==> src/rtl/cpu_types_pkg.sv <==
// Shared CPU types: machine word, RAM handshake states and memory arbiter states.
package cpu_types_pkg;

    localparam int unsigned WORD_BITS = 32;
    localparam int unsigned STARVE_W  = 3;

    typedef logic [WORD_BITS-1:0] word_t;

    typedef enum logic [1:0] {
        FREE   = 2'd0,
        BUSY   = 2'd1,
        ACCESS = 2'd2,
        ERROR  = 2'd3
    } ramstate_t;

    typedef enum logic [1:0] {
        IDLE  = 2'd0,
        GNT_I = 2'd1,
        GNT_D = 2'd2,
        RETRY = 2'd3
    } arb_state_t;

endpackage

==> src/rtl/mem_arbiter.sv <==
// Arbitrates the icache refill port and the dcache port onto one single-ported RAM.
// Dcache has priority; a streak counter forces the icache in after STARVE_MAX dcache wins.
module mem_arbiter
    import cpu_types_pkg::*;
#(
    parameter int unsigned STARVE_MAX = 4,
    parameter int unsigned WORD_W     = WORD_BITS
) (
    input  logic                CLK,
    input  logic                nRST,
    input  logic                iREN,
    input  logic [WORD_W-1:0]   iaddr,
    output logic                iwait,
    output logic [WORD_W-1:0]   iload,
    input  logic                dREN,
    input  logic                dWEN,
    input  logic [WORD_W-1:0]   daddr,
    input  logic [WORD_W-1:0]   dstore,
    output logic                dwait,
    output logic [WORD_W-1:0]   dload,
    output logic                ramREN,
    output logic                ramWEN,
    output logic [WORD_W-1:0]   ramaddr,
    output logic [WORD_W-1:0]   ramstore,
    input  logic [WORD_W-1:0]   ramload,
    input  ramstate_t           ramstate,
    output logic [STARVE_W-1:0] starve_cnt
);

    localparam logic [STARVE_W-1:0] STARVE_LIM = STARVE_W'(STARVE_MAX);

    arb_state_t          state_q, state_d;
    logic [STARVE_W-1:0] starve_q, starve_d;
    logic                dreq;

    assign dreq       = dREN | dWEN;
    assign starve_cnt = starve_q;

    always_ff @(posedge CLK or negedge nRST) begin
        if (!nRST) begin
            state_q  <= IDLE;
            starve_q <= '0;
        end else begin
            state_q  <= state_d;
            starve_q <= starve_d;
        end
    end

    // Next state, streak update and RAM/cache handshake outputs.
    always_comb begin
        state_d  = state_q;
        starve_d = starve_q;
        ramREN   = 1'b0;
        ramWEN   = 1'b0;
        ramaddr  = '0;
        ramstore = '0;
        iwait    = iREN;
        dwait    = dreq;
        iload    = ramload;
        dload    = ramload;

        case (state_q)
            IDLE: begin
                if (dreq && !(iREN && (starve_q == STARVE_LIM))) begin
                    state_d = GNT_D;
                end else if (iREN) begin
                    state_d = GNT_I;
                end
            end

            GNT_D: begin
                ramaddr  = daddr;
                ramstore = dstore;
                if (!dreq) begin
                    state_d = IDLE;
                end else begin
                    ramWEN = dWEN;
                    ramREN = dREN && !dWEN;
                    if (ramstate == ACCESS) begin
                        dwait   = 1'b0;
                        state_d = IDLE;
                        if (iREN) begin
                            starve_d = (starve_q >= STARVE_LIM) ? STARVE_LIM
                                                                : starve_q + STARVE_W'(1);
                        end else begin
                            starve_d = '0;
                        end
                    end else if (ramstate == ERROR) begin
                        state_d = RETRY;
                    end
                end
            end

            GNT_I: begin
                ramaddr = iaddr;
                ramREN  = iREN;
                if (!iREN) begin
                    state_d = IDLE;
                end else if (ramstate == ACCESS) begin
                    iwait    = 1'b0;
                    starve_d = '0;
                    state_d  = IDLE;
                end else if (ramstate == ERROR) begin
                    state_d = RETRY;
                end
            end

            // Dead cycle after a RAM error; IDLE then re-arbitrates from scratch.
            RETRY: begin
                state_d = IDLE;
            end

            default: begin
                state_d = IDLE;
            end
        endcase
    end

endmodule

==> config.mk <==
export PLATFORM = sky130hd
export DESIGN_NAME = mem_arbiter
export DESIGN_NICKNAME = d
export VERILOG_FILES = /design/src/rtl/cpu_types_pkg.sv /design/src/rtl/mem_arbiter.sv
export SDC_FILE = /design/constraint.sdc
export NUM_CORES = 1
export LEC_CHECK = 0
export ABC_AREA = 0
export BUFFER_PORTS_ARGS = -buffer_cell sky130_fd_sc_hd__clkbuf_2
export CAP_MARGIN = 20
export CORE_AREA = 4 4 102 104
export DETAILED_ROUTE_END_ITERATION = 6
export DIE_AREA = 0 0 106 108
export GPL_TIMING_DRIVEN = 1
export PLACE_DENSITY = 0.57
export SLEW_MARGIN = 10
export SYNTH_ARGS = -nofsm -noshare
export SYNTH_HDL_FRONTEND = slang
export SYNTH_SLANG_ARGS = --single-unit
==> constraint.sdc <==
create_clock -name CLK -period 1.4 [get_ports CLK]
set_input_delay 0.14 -clock CLK [delete_from_list [all_inputs] [get_ports CLK]]
set_output_delay 0.14 -clock CLK [all_outputs]
set_load 0.005 [all_outputs]
* After elaboration in Yosys (flattened, before gate mapping)
Cells that the tools add are included. Widths: inputs -> output; s select.
Storage, ports and cells: word-level logic and storage cells 49, bits in registers 5, output and inout port bits 135
Operators by class: equality and inequality tests 11, reduce and logical (&&, ||, !) cells 8, add/sub/neg operators 1, magnitude comparators 1, mux-type cells 25, bitwise logic cells 1
Operators with widths (number):
- $pmux 32 s2 | 1
- $mux 32 | 1
- $mux 3 | 6
- $mux 2 | 6
- $eq 2x2->1 const B | 4
- $mux 1 | 8
- $ne 2x2->1 const B | 4
- $pmux 2 s4 | 1
- $pmux 3 s2 | 1
- $reduce_and 5->1 | 1
- $add 3x1->3 const B | 1
- $eq 3x3->1 const B | 1
- $ge 3x3->1 const B | 1
- $logic_and 1x1->1 | 3
- $ne 3x3->1 const B | 1
- $eq 2x1->1 const B | 1
- $logic_not 1->1 | 2
- $logic_not 2->1 | 1
- $pmux 1 s2 | 1
- $reduce_bool 2->1 | 1
- $or 1x1->1 | 1

* Longest topological paths before layout
depth after elaboration 6, gate-level depth with buffers 7, mapped depth without buffers 6

* Worst setup path before layout
Ideal clock, no wire load.
path kind reg-to-output, start point register state_q[0], end point output ramstore[22], data arrival time 1306 ps, required time 1260 ps, cell stages (with the launch flop) 7, slack -46 ps, path through dfrtp_1 > inv_1 > ha_1 > buf_2 > buf_2 > clkbuf_1 > and2_1
On the way: longest elaborated chain between the ends 2
Ends and longest elaborated chain:
- start, declared | line mem_arbiter.sv:32 | arb_state_t state_q, state_d;
- start signal, assigned | line mem_arbiter.sv:44 | state_q <= state_d;
- $eq 2x2->1 | line mem_arbiter.sv:62 | case (state_q)
- $mux 32 | line mem_arbiter.sv:62
- end, declared | line mem_arbiter.sv:24 | output logic [WORD_W-1:0] ramstore,
No other way between the ends.

* Worst setup path after layout
start point register state_q[0], end point output ramaddr[12]
On the way: longest elaborated chain between the ends 2, elaborated cells between the ends (all ways) 3, classes of those cells eq/ne: 2; mux: 1
Ends and longest elaborated chain:
- $eq 2x1->1 or $eq 2x2->1 (tied branches) | line mem_arbiter.sv:62
- $pmux 32 s2 (*) | line mem_arbiter.sv:62
- end, declared | line mem_arbiter.sv:23 | output logic [WORD_W-1:0] ramaddr,
Every way passes the cells marked *; elsewhere a longest branch is shown, timed or not.

==> impl_metrics.prom <==
# TYPE chip_impl_metric gauge
chip_impl_metric{name="fraction_of_the_mapped_netlist_area_in_compound_gates",unit="%"} 21.6
chip_impl_info{name="ctsRootBufferMaster",value="sky130_fd_sc_hd__clkbuf_8"} 1
chip_impl_metric{name="maximum_number_of_pins_on_one_net_before_global_route_repair",unit=""} 21
chip_impl_metric{name="footprint_of_the_multi_input_gates",unit="um^2"} 1140
chip_impl_metric{name="die_w",unit="um"} 106
chip_impl_metric{name="nFillCells",unit=""} 1021
chip_impl_metric{name="seqCellArea",unit="um^2"} 125
chip_impl_info{name="tritoncts",value="built"} 1
chip_impl_info{name="netlist.top_cell.by_area",value="sky130_fd_sc_hd__buf_4"} 1
chip_impl_metric{name="p_leak",unit="nW"} 1.48
chip_impl_metric{name="ys_seq_elements",unit=""} 5
chip_impl_info{name="synth_top_family_by_area",value="buffers and inverters"} 1
chip_impl_metric{name="yosys.area.top_type_share",unit="%"} 30.2
chip_impl_info{name="violations",value="setup timing"} 1
chip_impl_metric{name="synth-edff-count",unit=""} 0
chip_impl_metric{name="ir_worst_vdd",unit="mV"} 0.539
chip_impl_metric{name="drt-pass1-iter-count",unit=""} 4
chip_impl_info{name="worst-setup-path-type",value="reg -> out"} 1
chip_impl_metric{name="netlist-cell-type-count",unit=""} 25
chip_impl_metric{name="number_of_buffers_added_on_ports",unit=""} 173
chip_impl_metric{name="required",unit="ns"} 1.26
chip_impl_metric{name="areaGrowthSynthToFinish",unit="%"} 80.5
chip_impl_metric{name="grt.total_usage",unit="%"} 10.7
chip_impl_metric{name="clock.fmax",unit="MHz"} 598
chip_impl_info{name="end_kind",value="primary output"} 1
chip_impl_metric{name="fin_crit_sh",unit="%"} 119
chip_impl_metric{name="clockPowerShare",unit="%"} 5.0
chip_impl_metric{name="cts_made_buffers",unit=""} 3
chip_impl_metric{name="fin_tns_setup",unit="ns"} -14.37
chip_impl_metric{name="num_antenna_cells",unit=""} 0
chip_impl_info{name="ys.flop_type",value="sky130_fd_sc_hd__dfrtp_1"} 1
chip_impl_metric{name="post_synth_mux_area_share",unit="%"} 1.24
chip_impl_metric{name="syn_area",unit="um^2"} 1620
chip_impl_metric{name="switching_share",unit="%"} 38.5
chip_impl_info{name="grt_setup_unrepaired",value="yes"} 1
chip_impl_metric{name="die_footprint",unit="um^2"} 11400
chip_impl_metric{name="cp_slowest_stage_delay",unit="ns"} 0.38
chip_impl_metric{name="synth_simple_gate_area_share",unit="%"} 29.9
chip_impl_metric{name="drt-vias-per-instance",unit=""} 4.13
chip_impl_info{name="netlist_top_cells_area",value="sky130_fd_sc_hd__buf_4 (30%), sky130_fd_sc_hd__a22oi_1 (15%), sky130_fd_sc_hd__and2_1 (13%)"} 1
chip_impl_info{name="most_common_cell_in_the_synthesized_netlist",value="sky130_fd_sc_hd__buf_4"} 1
chip_impl_metric{name="coreArea",unit="um^2"} 9550
chip_impl_info{name="hold_path.class",value="in -> reg"} 1
chip_impl_metric{name="synth_xor_area_share",unit="%"} 0
chip_impl_metric{name="timing.max_cap.violations",unit=""} 0
chip_impl_metric{name="yosysSeqAreaShare",unit="%"} 7.74
chip_impl_metric{name="cts.path.max_buffers",unit=""} 2
chip_impl_metric{name="worst_slew_pin_slew",unit="ns"} 0.335
chip_impl_metric{name="internal-power",unit="W"} 0.00323
chip_impl_metric{name="power_per_cell_area",unit="nW/um^2"} 1800
chip_impl_metric{name="global_route_wire_length_before_repair",unit="mm"} 9.96
chip_impl_metric{name="drt.antenna.violating_nets",unit=""} 0
chip_impl_metric{name="net-switching-power",unit="W"} 0.00202
chip_impl_metric{name="start_util",unit="%"} 16.9
chip_impl_metric{name="synth.yosys.warnings",unit=""} 0
chip_impl_info{name="run_status",value="complete, but fails checks"} 1
chip_impl_metric{name="wl_per_cell",unit="um"} 15.0
chip_impl_metric{name="combPwrFrac",unit="%"} 89.5
chip_impl_info{name="crit_family",value="buffers and inverters"} 1
chip_impl_metric{name="crit_fanout",unit=""} 5
chip_impl_metric{name="detailedPlace.worstSlack",unit="ns"} -0.136
chip_impl_metric{name="vias_in_the_first_global_route",unit=""} 1996
chip_impl_info{name="cpMaxStageDelayCell",value="sky130_fd_sc_hd__dfrtp_1"} 1
chip_impl_metric{name="route.final.wire_length",unit="mm"} 7.16
chip_impl_metric{name="synthesis.instances",unit=""} 224
chip_impl_metric{name="critical_path_arrival",unit="ns"} 1.53
chip_impl_metric{name="pwr-share-seq",unit="%"} 5.4
chip_impl_metric{name="syn_nets",unit=""} 365
chip_impl_metric{name="post_synth_fa_ha_maj_area_fraction",unit="%"} 4.64
chip_impl_metric{name="num_io_pins",unit=""} 270
chip_impl_info{name="cp-start-kind",value="register"} 1
chip_impl_metric{name="timing_hold_violations_final",unit=""} 0
chip_impl_metric{name="share_of_layout_cells_above_drive_strength_1",unit="%"} 75.1
chip_impl_metric{name="async_flop_share",unit="%"} 100
chip_impl_metric{name="number_of_antenna_violations_at_the_first_check_in_global_routing",unit=""} 0
chip_impl_metric{name="normalized_max_slew_margin",unit="%"} 77.6
chip_impl_info{name="cell_breakdown_of_the_critical_path",value="inv_2 > ha_4 > buf_12 > buf_16 > a22oi_1 > nor2b_2 > clkbuf_2"} 1
chip_impl_metric{name="setup_ws",unit="ns"} -0.272
chip_impl_metric{name="grt-ovfl-total",unit=""} 0
chip_impl_metric{name="final_nets",unit=""} 487
chip_impl_metric{name="drtIter0Drc",unit=""} 85
chip_impl_metric{name="path_clk_slew",unit="ns"} 0.03
chip_impl_metric{name="route.vias.total",unit=""} 1973
chip_impl_metric{name="die_h",unit="um"} 108
chip_impl_metric{name="clock_insertion_delay_worst_skew",unit="ns"} 0.22
chip_impl_metric{name="half_perimeter_wire_length_of_the_detailed_placement_result",unit="mm"} 5.49
chip_impl_metric{name="avgSynthCellArea",unit="um^2"} 7.22
chip_impl_metric{name="drc_violations",unit=""} 0
chip_impl_metric{name="clock_sinks",unit=""} 5
chip_impl_metric{name="critical_path.n_buffers_inverters",unit=""} 4
chip_impl_metric{name="rows",unit=""} 36
chip_impl_metric{name="htree_levels",unit=""} 1
chip_impl_metric{name="finClkSkew",unit="ns"} 0.000163
chip_impl_info{name="synth_top_cells_by_count",value="sky130_fd_sc_hd__buf_4 (65), sky130_fd_sc_hd__and2_1 (34), sky130_fd_sc_hd__nor2b_1 (33), sky130_fd_sc_hd__a22oi_1 (32)"} 1
chip_impl_metric{name="maxSlewViolCount",unit=""} 0
chip_impl_metric{name="final_setup_viols",unit=""} 73
chip_impl_metric{name="final.min_clock_period",unit="ns"} 1.67
chip_impl_metric{name="place.gp.congestion",unit=""} 0.736
-- power groups by stage --
stage | clock, W | combinational (W) | sequential, W
after floorplan | 0 | 0.00185 | 0.000264
after global placement | 0 | 0.00310 | 0.000268
after detailed placement | 0 | 0.00315 | 0.000274
after CTS | 0.000275 | 0.00417 | 0.000279
after global routing | 0.000284 | 0.00511 | 0.000298
final | 0.000265 | 0.00470 | 0.000285
-- metrics by stage --
stage | hold slack, ns | instance area (um^2) | util (%) | cells | total power (W)
2_1_floorplan | -0.156 | 1620 | - | 224 | 0.00211
3_3_place_gp | -0.0345 | 2230 | 23.4 | 462 | 0.00337
4_1_cts | 0.264 | 2630 | 27.6 | 480 | 0.00472
5_1_grt | 0.280 | 2920 | 30.6 | 478 | 0.00569
3_5_place_dp | -0.0323 | 2230 | 23.4 | 462 | 0.00343
6_report | 0.263 | 2920 | 30.6 | 478 | 0.00525
-- worst reg2reg max path: cells and delay by family (launching register included) --
kind                       cells  cell delay, ns
DFF                            1            0.40
AOI/OAI and AO/OA              1            0.31
buffers and inverters          3            0.32
adders and majority gates      1            0.23
muxes                          2            0.32
-- cell families (layout without fill, tap and decap cells) --
group | after synthesis | count (layout)
fa+ha+maj | 6 | 6
simple gates | 80 | 80
mux | 2 | 2
flops | 5 | 5
compound gates | 48 | 48
buf+inv | 83 | 204
-- cell usage in the layout (no fill, tap or decap), types with 5 or more instances in the layout --
cell type / count
sky130_fd_sc_hd__nor2b_1: 20
sky130_fd_sc_hd__and2_4: 31
sky130_fd_sc_hd__nor2b_4: 6
sky130_fd_sc_hd__clkbuf_2: 135
sky130_fd_sc_hd__buf_6: 36
sky130_fd_sc_hd__buf_12: 7
sky130_fd_sc_hd__nor2b_2: 7
sky130_fd_sc_hd__buf_2: 7
sky130_fd_sc_hd__a22oi_1: 28
sky130_fd_sc_hd__dfrtp_1: 5
-- flip-flops by register name, indices dropped and copies added (netlist names) --
name        cells
starve_cnt      3
state_q         2
-- final timing paths --
kind | depth (start not counted) | from | slack [ns] | to
min in group asynchronous | 2 | nRST | 0.27 | starve_cnt[0]$_DFFE_PN0P_
hold reg to reg | 1 | state_q[0]$_DFFE_PN0P_ | 0.55 | state_q[0]$_DFFE_PN0P_
max in group asynchronous | 2 | nRST | 0.98 | starve_cnt[2]$_DFFE_PN0P_
setup reg to reg | 7 | state_q[0]$_DFFE_PN0P_ | -0.24 | starve_cnt[0]$_DFFE_PN0P_
hold / removal | 3 | ramstate[0] | 0.26 | state_q[0]$_DFFE_PN0P_
setup / recovery | 7 | state_q[0]$_DFFE_PN0P_ | -0.27 | ramaddr[12]
-- layer usage --
layer,track usage (%),up-vias,wire length (um)
li1,-,927,-
met1,9.44,915,2080
met2,22.4,107,4250
met3,3.46,24,672
met4,3.33,0,160
met5,0,-,0
-- final cells by class --
cell class | count | share of cell area (%)
Timing Repair Buffer | 196 | 48.7
Inverter | 4 | 0.515
Clock buffer | 4 | 1.54
Tap cell | 133 | 5.70
Multi-Input combinational cell | 136 | 39.2
Sequential cell | 5 | 4.29
-- repair_timing --
item                       in CTS  in global routing
pin swaps                       6                 10
setup endpoints to repair      73                 73
resized for setup              33                 96
hold buffers                    1                  0
gates cloned                    5                  1
buffers inserted                8                  0
hold endpoints to repair        5                  0
Power figures use the tool's default switching activity.
